<file path="config.mk">
export PLATFORM = sky130hd
export DESIGN_NAME = pwm_signal_gen
export DESIGN_NICKNAME = d
export VERILOG_FILES = /design/src/rtl/pwm_signal_gen.sv
export SDC_FILE = /design/constraint.sdc
export NUM_CORES = 1
export LEC_CHECK = 0
export CAP_MARGIN = 20
export CORE_UTILIZATION = 58
export CTS_CLUSTER_SIZE = 16
export DETAILED_ROUTE_END_ITERATION = 7
export MAX_ROUTING_LAYER = met4
export PLACE_DENSITY = 0.81
export SKIP_LAST_GASP = 1
export SYNTH_ARGS = -nofsm -noshare
export SYNTH_HDL_FRONTEND = slang
export SYNTH_SLANG_ARGS = --single-unit
</file>
<file path="constraint.sdc">
create_clock -name clk_i -period 4.8 [get_ports clk_i]
set_input_delay 1.44 -clock clk_i [delete_from_list [all_inputs] [get_ports clk_i]]
set_output_delay 1.44 -clock clk_i [all_outputs]
set_load 0.005 [all_outputs]
</file>
<file path="src/rtl/pwm_signal_gen.sv">
// ----------------------------------------------------------------------------
// pwm_signal_gen
//
// Programmable square/PWM waveform generator. Emits a waveform whose period
// and high time are given in system-clock cycles. It runs either for a fixed
// number of periods (burst) or continuously until a graceful stop is
// requested. It is the stimulus counterpart of the frequency/duty measurement
// block and can feed it directly for loopback self-test.
//
// Parameters
//   CNT_W    width of the period / high-time counters
//   BURST_W  width of the burst count
//
// Ports
//   clk_i          system clock
//   rst_i          synchronous reset, active-high
//   enable_i       start request, only looked at while idle
//   stop_i         graceful stop request, only looked at while busy
//   period_i       period in clock cycles (0 is rejected with cfg_err_o)
//   high_time_i    high cycles per period (0 = always low, >= period = always high)
//   burst_i        number of periods to emit, 0 = continuous
//   sig_out_o      generated waveform, registered
//   busy_o         high while generating
//   period_done_o  one-cycle pulse in the last cycle of every period
//   finish_o       one-cycle pulse in the first idle cycle after a normal end
//   cfg_err_o      one-cycle pulse one cycle after a zero period was sampled
// ----------------------------------------------------------------------------
module pwm_signal_gen #(
   parameter int CNT_W   = 20,
   parameter int BURST_W = 16
) (
   input  logic               clk_i,
   input  logic               rst_i,
   input  logic               enable_i,
   input  logic               stop_i,
   input  logic [CNT_W-1:0]   period_i,
   input  logic [CNT_W-1:0]   high_time_i,
   input  logic [BURST_W-1:0] burst_i,
   output logic               sig_out_o,
   output logic               busy_o,
   output logic               period_done_o,
   output logic               finish_o,
   output logic               cfg_err_o
);

   typedef enum logic {
      IDLE = 1'b0,
      RUN  = 1'b1
   } state_e;

   state_e state_q, state_d;

   // Shadow configuration, only ever updated on a period boundary so the
   // waveform never changes shape in the middle of a period.
   logic [CNT_W-1:0]   period_q, period_d;
   logic [CNT_W-1:0]   high_q, high_d;
   logic [BURST_W-1:0] burst_q, burst_d;

   logic [CNT_W-1:0]   cnt_q, cnt_d;
   logic [BURST_W-1:0] nper_q, nper_d;
   logic               stopSeen_q, stopSeen_d;

   logic               sig_q, sig_d;
   logic               finish_q, finish_d;
   logic               cfgErr_q, cfgErr_d;

   logic               startReq;
   logic               lastCycle;
   logic               endRun;
   logic [BURST_W-1:0] nperNext;

   // A start is only considered when idle with enable and no concurrent stop;
   // enable together with stop is deliberately a no-op (no start, no error).
   assign startReq  = (state_q == IDLE) && enable_i && !stop_i;
   assign lastCycle = (state_q == RUN) && (cnt_q == (period_q - CNT_W'(1)));
   assign nperNext  = nper_q + BURST_W'(1);

   // The run ends at a period boundary when the burst count is reached or a
   // stop has been requested at any time during the run (including the
   // boundary cycle itself), so a stop coinciding with a natural burst end
   // still yields a single finish pulse.
   assign endRun = lastCycle &&
                   (((burst_q != '0) && (nperNext == burst_q)) || stopSeen_q || stop_i);

   // State register.
   always_ff @(posedge clk_i) begin
      if (rst_i) begin
         state_q <= IDLE;
      end else begin
         state_q <= state_d;
      end
   end

   // Next-state logic: a legal start enters RUN, an end condition returns to IDLE.
   always_comb begin
      state_d = state_q;
      case (state_q)
         IDLE: if (startReq && (period_i != '0)) state_d = RUN;
         RUN:  if (endRun) state_d = IDLE;
         default: state_d = IDLE;
      endcase
   end

   // Outputs derived directly from the state and counter registers.
   always_comb begin
      busy_o        = (state_q == RUN);
      period_done_o = lastCycle;
      sig_out_o     = sig_q;
      finish_o      = finish_q;
      cfg_err_o     = cfgErr_q;
   end

   // Datapath next-state logic. The waveform bit is computed one cycle ahead
   // from the counter value of the coming cycle so sig_out can be a plain
   // register. Comparing cnt against high naturally clamps high >= period to
   // a constant high level.
   always_comb begin
      period_d   = period_q;
      high_d     = high_q;
      burst_d    = burst_q;
      cnt_d      = cnt_q;
      nper_d     = nper_q;
      stopSeen_d = stopSeen_q;
      sig_d      = 1'b0;
      finish_d   = 1'b0;
      cfgErr_d   = 1'b0;
      case (state_q)
         IDLE: begin
            stopSeen_d = 1'b0;
            if (startReq) begin
               if (period_i == '0) begin
                  cfgErr_d = 1'b1;
               end else begin
                  period_d = period_i;
                  high_d   = high_time_i;
                  burst_d  = burst_i;
                  cnt_d    = '0;
                  nper_d   = '0;
                  sig_d    = (high_time_i != '0);
               end
            end
         end
         RUN: begin
            stopSeen_d = stopSeen_q || stop_i;
            if (lastCycle) begin
               cnt_d  = '0;
               nper_d = nperNext;
               if (endRun) begin
                  finish_d   = 1'b1;
                  stopSeen_d = 1'b0;
               end else if (period_i != '0) begin
                  // Burst length is fixed for the run; only shape reloads.
                  period_d = period_i;
                  high_d   = high_time_i;
                  sig_d    = (high_time_i != '0);
               end else begin
                  cfgErr_d = 1'b1;
                  sig_d    = (high_q != '0);
               end
            end else begin
               cnt_d = cnt_q + CNT_W'(1);
               sig_d = ((cnt_q + CNT_W'(1)) < high_q);
            end
         end
         default: ;
      endcase
   end

   // Datapath registers; reset clears every flag and output, so a reset in
   // the middle of a run never produces a finish pulse.
   always_ff @(posedge clk_i) begin
      if (rst_i) begin
         period_q   <= '0;
         high_q     <= '0;
         burst_q    <= '0;
         cnt_q      <= '0;
         nper_q     <= '0;
         stopSeen_q <= 1'b0;
         sig_q      <= 1'b0;
         finish_q   <= 1'b0;
         cfgErr_q   <= 1'b0;
      end else begin
         period_q   <= period_d;
         high_q     <= high_d;
         burst_q    <= burst_d;
         cnt_q      <= cnt_d;
         nper_q     <= nper_d;
         stopSeen_q <= stopSeen_d;
         sig_q      <= sig_d;
         finish_q   <= finish_d;
         cfgErr_q   <= cfgErr_d;
      end
   end

endmodule
</file>
# == After elaboration in Yosys (flattened, before gate mapping) ==
# Index checks and enable logic that the tools add are counted.
# op_classes
addsub,3
order_cmp,1
n_eq_ne,7
muxes,39
bitwise,3
n_reduce_logical,20
# op_table
cell,n
$mux W20,13
$pmux W20 S2,3
$reduce_bool A20 Y1,3
$mux W16,3
$pmux W16 S2,1
$add A20 B1 Y20 const B,1
$eq A20 B20 Y1,1
$logic_not A20 Y1,1
$lt A20 B20 Y1,1
$sub A20 B1 Y20 const B,1
$add A16 B1 Y16 const B,1
$eq A16 B16 Y1,1
$reduce_bool A16 Y1,1
$mux W1,15
$pmux W1 S2,4
$logic_and A1 B1 Y1,6
$ne A2 B2 Y1 const B,3
$reduce_and A3 Y1,2
$reduce_and A5 Y1,1
$ne A2 B1 Y1 const B,2
$logic_or A1 B1 Y1,3
$not A1 Y1,3
$reduce_or A3 Y1,1
$reduce_and A2 Y1,1
$logic_not A1 Y1,1
# totals
reg_bits,97
elab_cells,83

# == Depth between registers and ports, before layout ==
# logic_depth
ltp_word,9
depth_mapped,17
ltp_nobuf,16

# == Least setup slack after synthesis ==
# Ideal clock, no wire load.
# synth_path
path_type,reg2out
start,register period_q[0]
end,output period_done_o
t_arrival_ps,2698
required_time_ps,3360
path_slack_ps,662
stages_incl_launch_ff,11
cell_sequence,dfxtp_1 clkbuf_1 inv_1 ha_1 buf_2 nor2b_1 or3_1 a311oi_2 nand2_1 or4_4 nor4_1
# synth_between
elab_chain_cells,3
# synth_rtl
item,line,rtl
"start, declared",55,"logic [CNT_W-1:0] period_q, period_d;"
"start signal, assigned",183,period_q <= period_d;
$sub A20 B1 Y20,75,assign lastCycle = (state_q == RUN) && (cnt_q == (period_q - CNT_W'(1)));
$eq A20 B20 Y1,75,
$logic_and A1 B1 Y1,75,
"end, declared",41,"output logic period_done_o,"
# Every way passes these cells.

# == Final worst setup path ==
# layout_path
start,register period_q[8]
end,output period_done_o
# The elaborated chain is that of the path after synthesis.

==> impl_metrics.toml <==
[outcome]
status = "complete, no violations"

[clock_tree]
clock_sinks = 97
htreeDepth = 3
clock_latency_ns = 0.40
clockRootBuffer = "clkbuf_8"
clockBufferDepth = 2
cts_tree = "yes"
cts_inserted_buffers = 9
clk_pin_slew_worst_paths_ns = 0.11
cts_setup_buffers = 0

[detailed_routing]
drc = 0
routed_wl_um = 17200
vias = 6094
via_per_inst = 6.17
avgRoutedWirePerCell_um = 17.4
postRouteAntennaNets = 0
drtIter0Drc = 506
firstDrtPassIters = 4

[die]
die_y_um = 106
num_rows = 37
coreArea_um2 = 10400
fp.dieArea_um2 = 11200
fp.dieW_um = 106
io_pins = 65
start_util_pct = 60.2

[grt]
busiest_layer = "met2"
grt.total_usage_pct = 32.7
use_met1_pct = 44.3
grt_remaining_overflow = 0
antenna_found_initial = 0
grt_max_degree = 37
grt_pass1_wl_um = 27900
met2_usage_pct = 49.1
gr-usage-met3_pct = 7.23
grt_pass1_vias = 5700

[finish]
nets = 929
num_antenna_cells = 0
fillCellCount = 891
multi_input_area_um2 = 4050
synthToLayoutAreaGrowth_pct = 15.1
final_layout_size_suffix_gt1_share_pct = 5.63
seqCellArea_um2 = 1940

[timing]
finalSetupViolations = 0
drv_slew = 0
fin_crit_sh_pct = 95.7
relSlewSlack_pct = 34.7
rsz0062_at_grt = "no"
tightest_slew_ns = 0.973
hold_viol = 0
finClkSkew_ns = 0.0123
timing.final.crit_period_ns = 4.59
max_freq_ghz = 0.218
tns_ns = 0

[critical_path]
cp_cell_sequence = "nor4_2, nand4_1, o221ai_1, o211ai_1, nor2_1, nor4_4, dlygate4sd2_1"
worst-path-buf-inv = 1
cp.required_ns = 3.36
worst_setup_path_end_kind = "primary output"
path_delay_family = "simple AND/OR/NAND/NOR gates"
path_class = "flop to primary output"
cpMaxStageDelayCell = "nor2_1"
max_stage_delay_ns = 0.67
worst-path-max-fanout = 6
cp-start-kind = "flop"
cp.arrival_ns = 3.15
crit_path_start = "period_q[8]$_SDFFE_PP0P_"
r2r-start = "cnt_q[0]$_SDFFE_PP0P_"

[power]
power_frac_comb_pct = 19.8
power.density_nw_per_um2 = 242
swShare_pct = 31.6
power_switching_w = 0.000553
seq_power_share_pct = 49.4
intPower_w = 0.00119
ir_drop_mv = 0.241
power_w = 0.00175
clockPowerShare_pct = 30.7
p_leak_nw = 3.05

[yosys]
ys.flop_type = "dfxtp_1"
synth_enable_flop_cells = 0
yosys_warnings = 0
synth.distinct_cells = 64
avgSynthCellArea_um2 = 7.77
seq_area_frac_synth_pct = 30.9
syn_nets = 890
async_reset_ff_share_pct = 0
ys_ff_latch = 97
ys_top_cells_by_area = "dfxtp_1, nand2_1, mux2i_1"
synth_top_area_share_pct = 30.9
netlist_instances = 808
synth_area_um2 = 6270
yosysTopAreaCell = "dfxtp_1"

[placement]
portBuffers = 64
dpl.hpwl_um = 13100
place_congestion = 0.944

[worst_hold_path]
hold_class = "flop to flop"
min_from = "burst_q[3]$_SDFFE_PP0P_"

[run]
drv_cap = 0
==> cell usage after synthesis, types with 11 or more instances <==
library cell / n
nor4_1: 30
nor2_1: 22
nor3_1: 33
nand3_1: 30
a21o_1: 20
nand4_1: 18
inv_1: 32
xnor2_1: 33
ha_1: 22
clkbuf_1: 40
xor2_1: 30
o21ai_0: 40
mux2i_1: 41
dfxtp_1: 97
and3_1: 17
nand2_1: 156
nor3b_1: 11
a21oi_1: 28
==> stage by stage <==
| step | cell area [µm²] | setup WS, ns | util [%] | hold slack [ns] | cells |
|---|---|---|---|---|---|
| CTS | 7220 | 0.262 | 69.3 | 0.488 | 988 |
| global route | 7220 | 0.0239 | 69.3 | 0.522 | 988 |
| global placement | 7010 | 0.310 | 67.3 | 0.460 | 972 |
| finish | 7220 | 0.209 | 69.3 | 0.490 | 988 |
| floorplan | 6270 | 0.662 | - | 0.446 | 808 |
| detailed placement | 7010 | 0.247 | 67.3 | 0.473 | 972 |
==> repair_timing <==
action | in CTS | in global routing
setup endpoints to repair | 1 | 0
hold buffers | 0 | 0
hold endpoints to repair | 0 | 0
gates resized for setup | 4 | 0
==> cell families (layout without fill, tap and decap cells) <==
| kind of cell | count (synthesis) | after routing | share of synthesized area (%) |
|---|---|---|---|
| adders and majority gates | 22 | 22 | 4.39 |
| xor gates and xnor gates | 63 | 63 | 8.79 |
| DFF | 97 | 97 | 30.9 |
| AOI/OAI and AO/OA | 138 | 138 | 14.3 |
| and+or+nand+nor | 365 | 365 | 29.7 |
| muxes | 42 | 42 | 6.72 |
| buffers and inverters | 81 | 125 | 5.12 |
==> layout make-up <==
cell class | count | area share [%]
Clock inverter | 7 | 1.01
Multi-Input combinational cell | 630 | 56.1
Clock buffer | 9 | 1.72
Timing Repair Buffer | 77 | 10.2
Sequential cell | 97 | 26.9
Tap cell | 136 | 2.36
Inverter | 32 | 1.66
==> cells in the final DEF, fill, tap and decap left out, drive strengths merged, types with 3 or more instances in the layout <==
master / n
nor2b: 8
o211ai: 6
nor4b: 6
a211oi: 5
a21o: 20
nand3: 30
and2: 3
and3: 17
nand2: 156
a32oi: 4
and4: 4
clkdlybuf4s50: 63
a311oi: 3
inv: 35
o21a: 6
clkinv: 3
or4: 6
dfxtp: 97
a21oi: 28
nor3: 33
xor2: 30
nand4: 18
nor2: 22
nor3b: 11
clkbuf: 9
ha: 22
nand2b: 5
o21ai: 43
o22ai: 3
o41ai: 3
buf: 13
mux2i: 41
or3: 3
xnor2: 33
nor4: 32
==> flip-flops by register name, indices dropped and copies added, names as in the netlist <==
register    count
cfg_err_o       1
nper_q         16
finish_o        1
high_q         20
stopSeen_q      1
sig_out_o       1
burst_q        16
busy_o          1
period_q       20
cnt_q          20
==> path summary, 6_finish.rpt <==
path,cells after the start,to,slack (ns)
min,2,burst_q[3]$_SDFFE_PP0P_,0.49
max reg2reg,16,sig_out_o$_SDFF_PP0_,0.55
max,7,period_done_o,0.21
min reg2reg,2,burst_q[3]$_SDFFE_PP0P_,0.49
==> metal layers <==
layer	vias up	wire, µm
met5	-	0
met4	0	335
met3	26	1360
met2	244	7610
met1	2870	7880
li1	2954	-
==> worst min-delay path, delay by kind of cell, from the launching register on <==
kind / cells / cell delay (ns)
flip-flops: 1 / 0.34
AND/OR/NAND/NOR: 1 / 0.06
AO/OA/AOI/OAI: 1 / 0.05
==> power groups by stage <==
stage               combinational (W)  sequential [W]  clock [W]
floorplan                    0.000220        0.000870          0
global placement             0.000332        0.000880          0
detailed placement           0.000340        0.000881          0
CTS                          0.000345        0.000863   0.000548
global route                 0.000381        0.000868   0.000582
finish                       0.000346        0.000864   0.000537
Power figures use the tool's default switching activity.
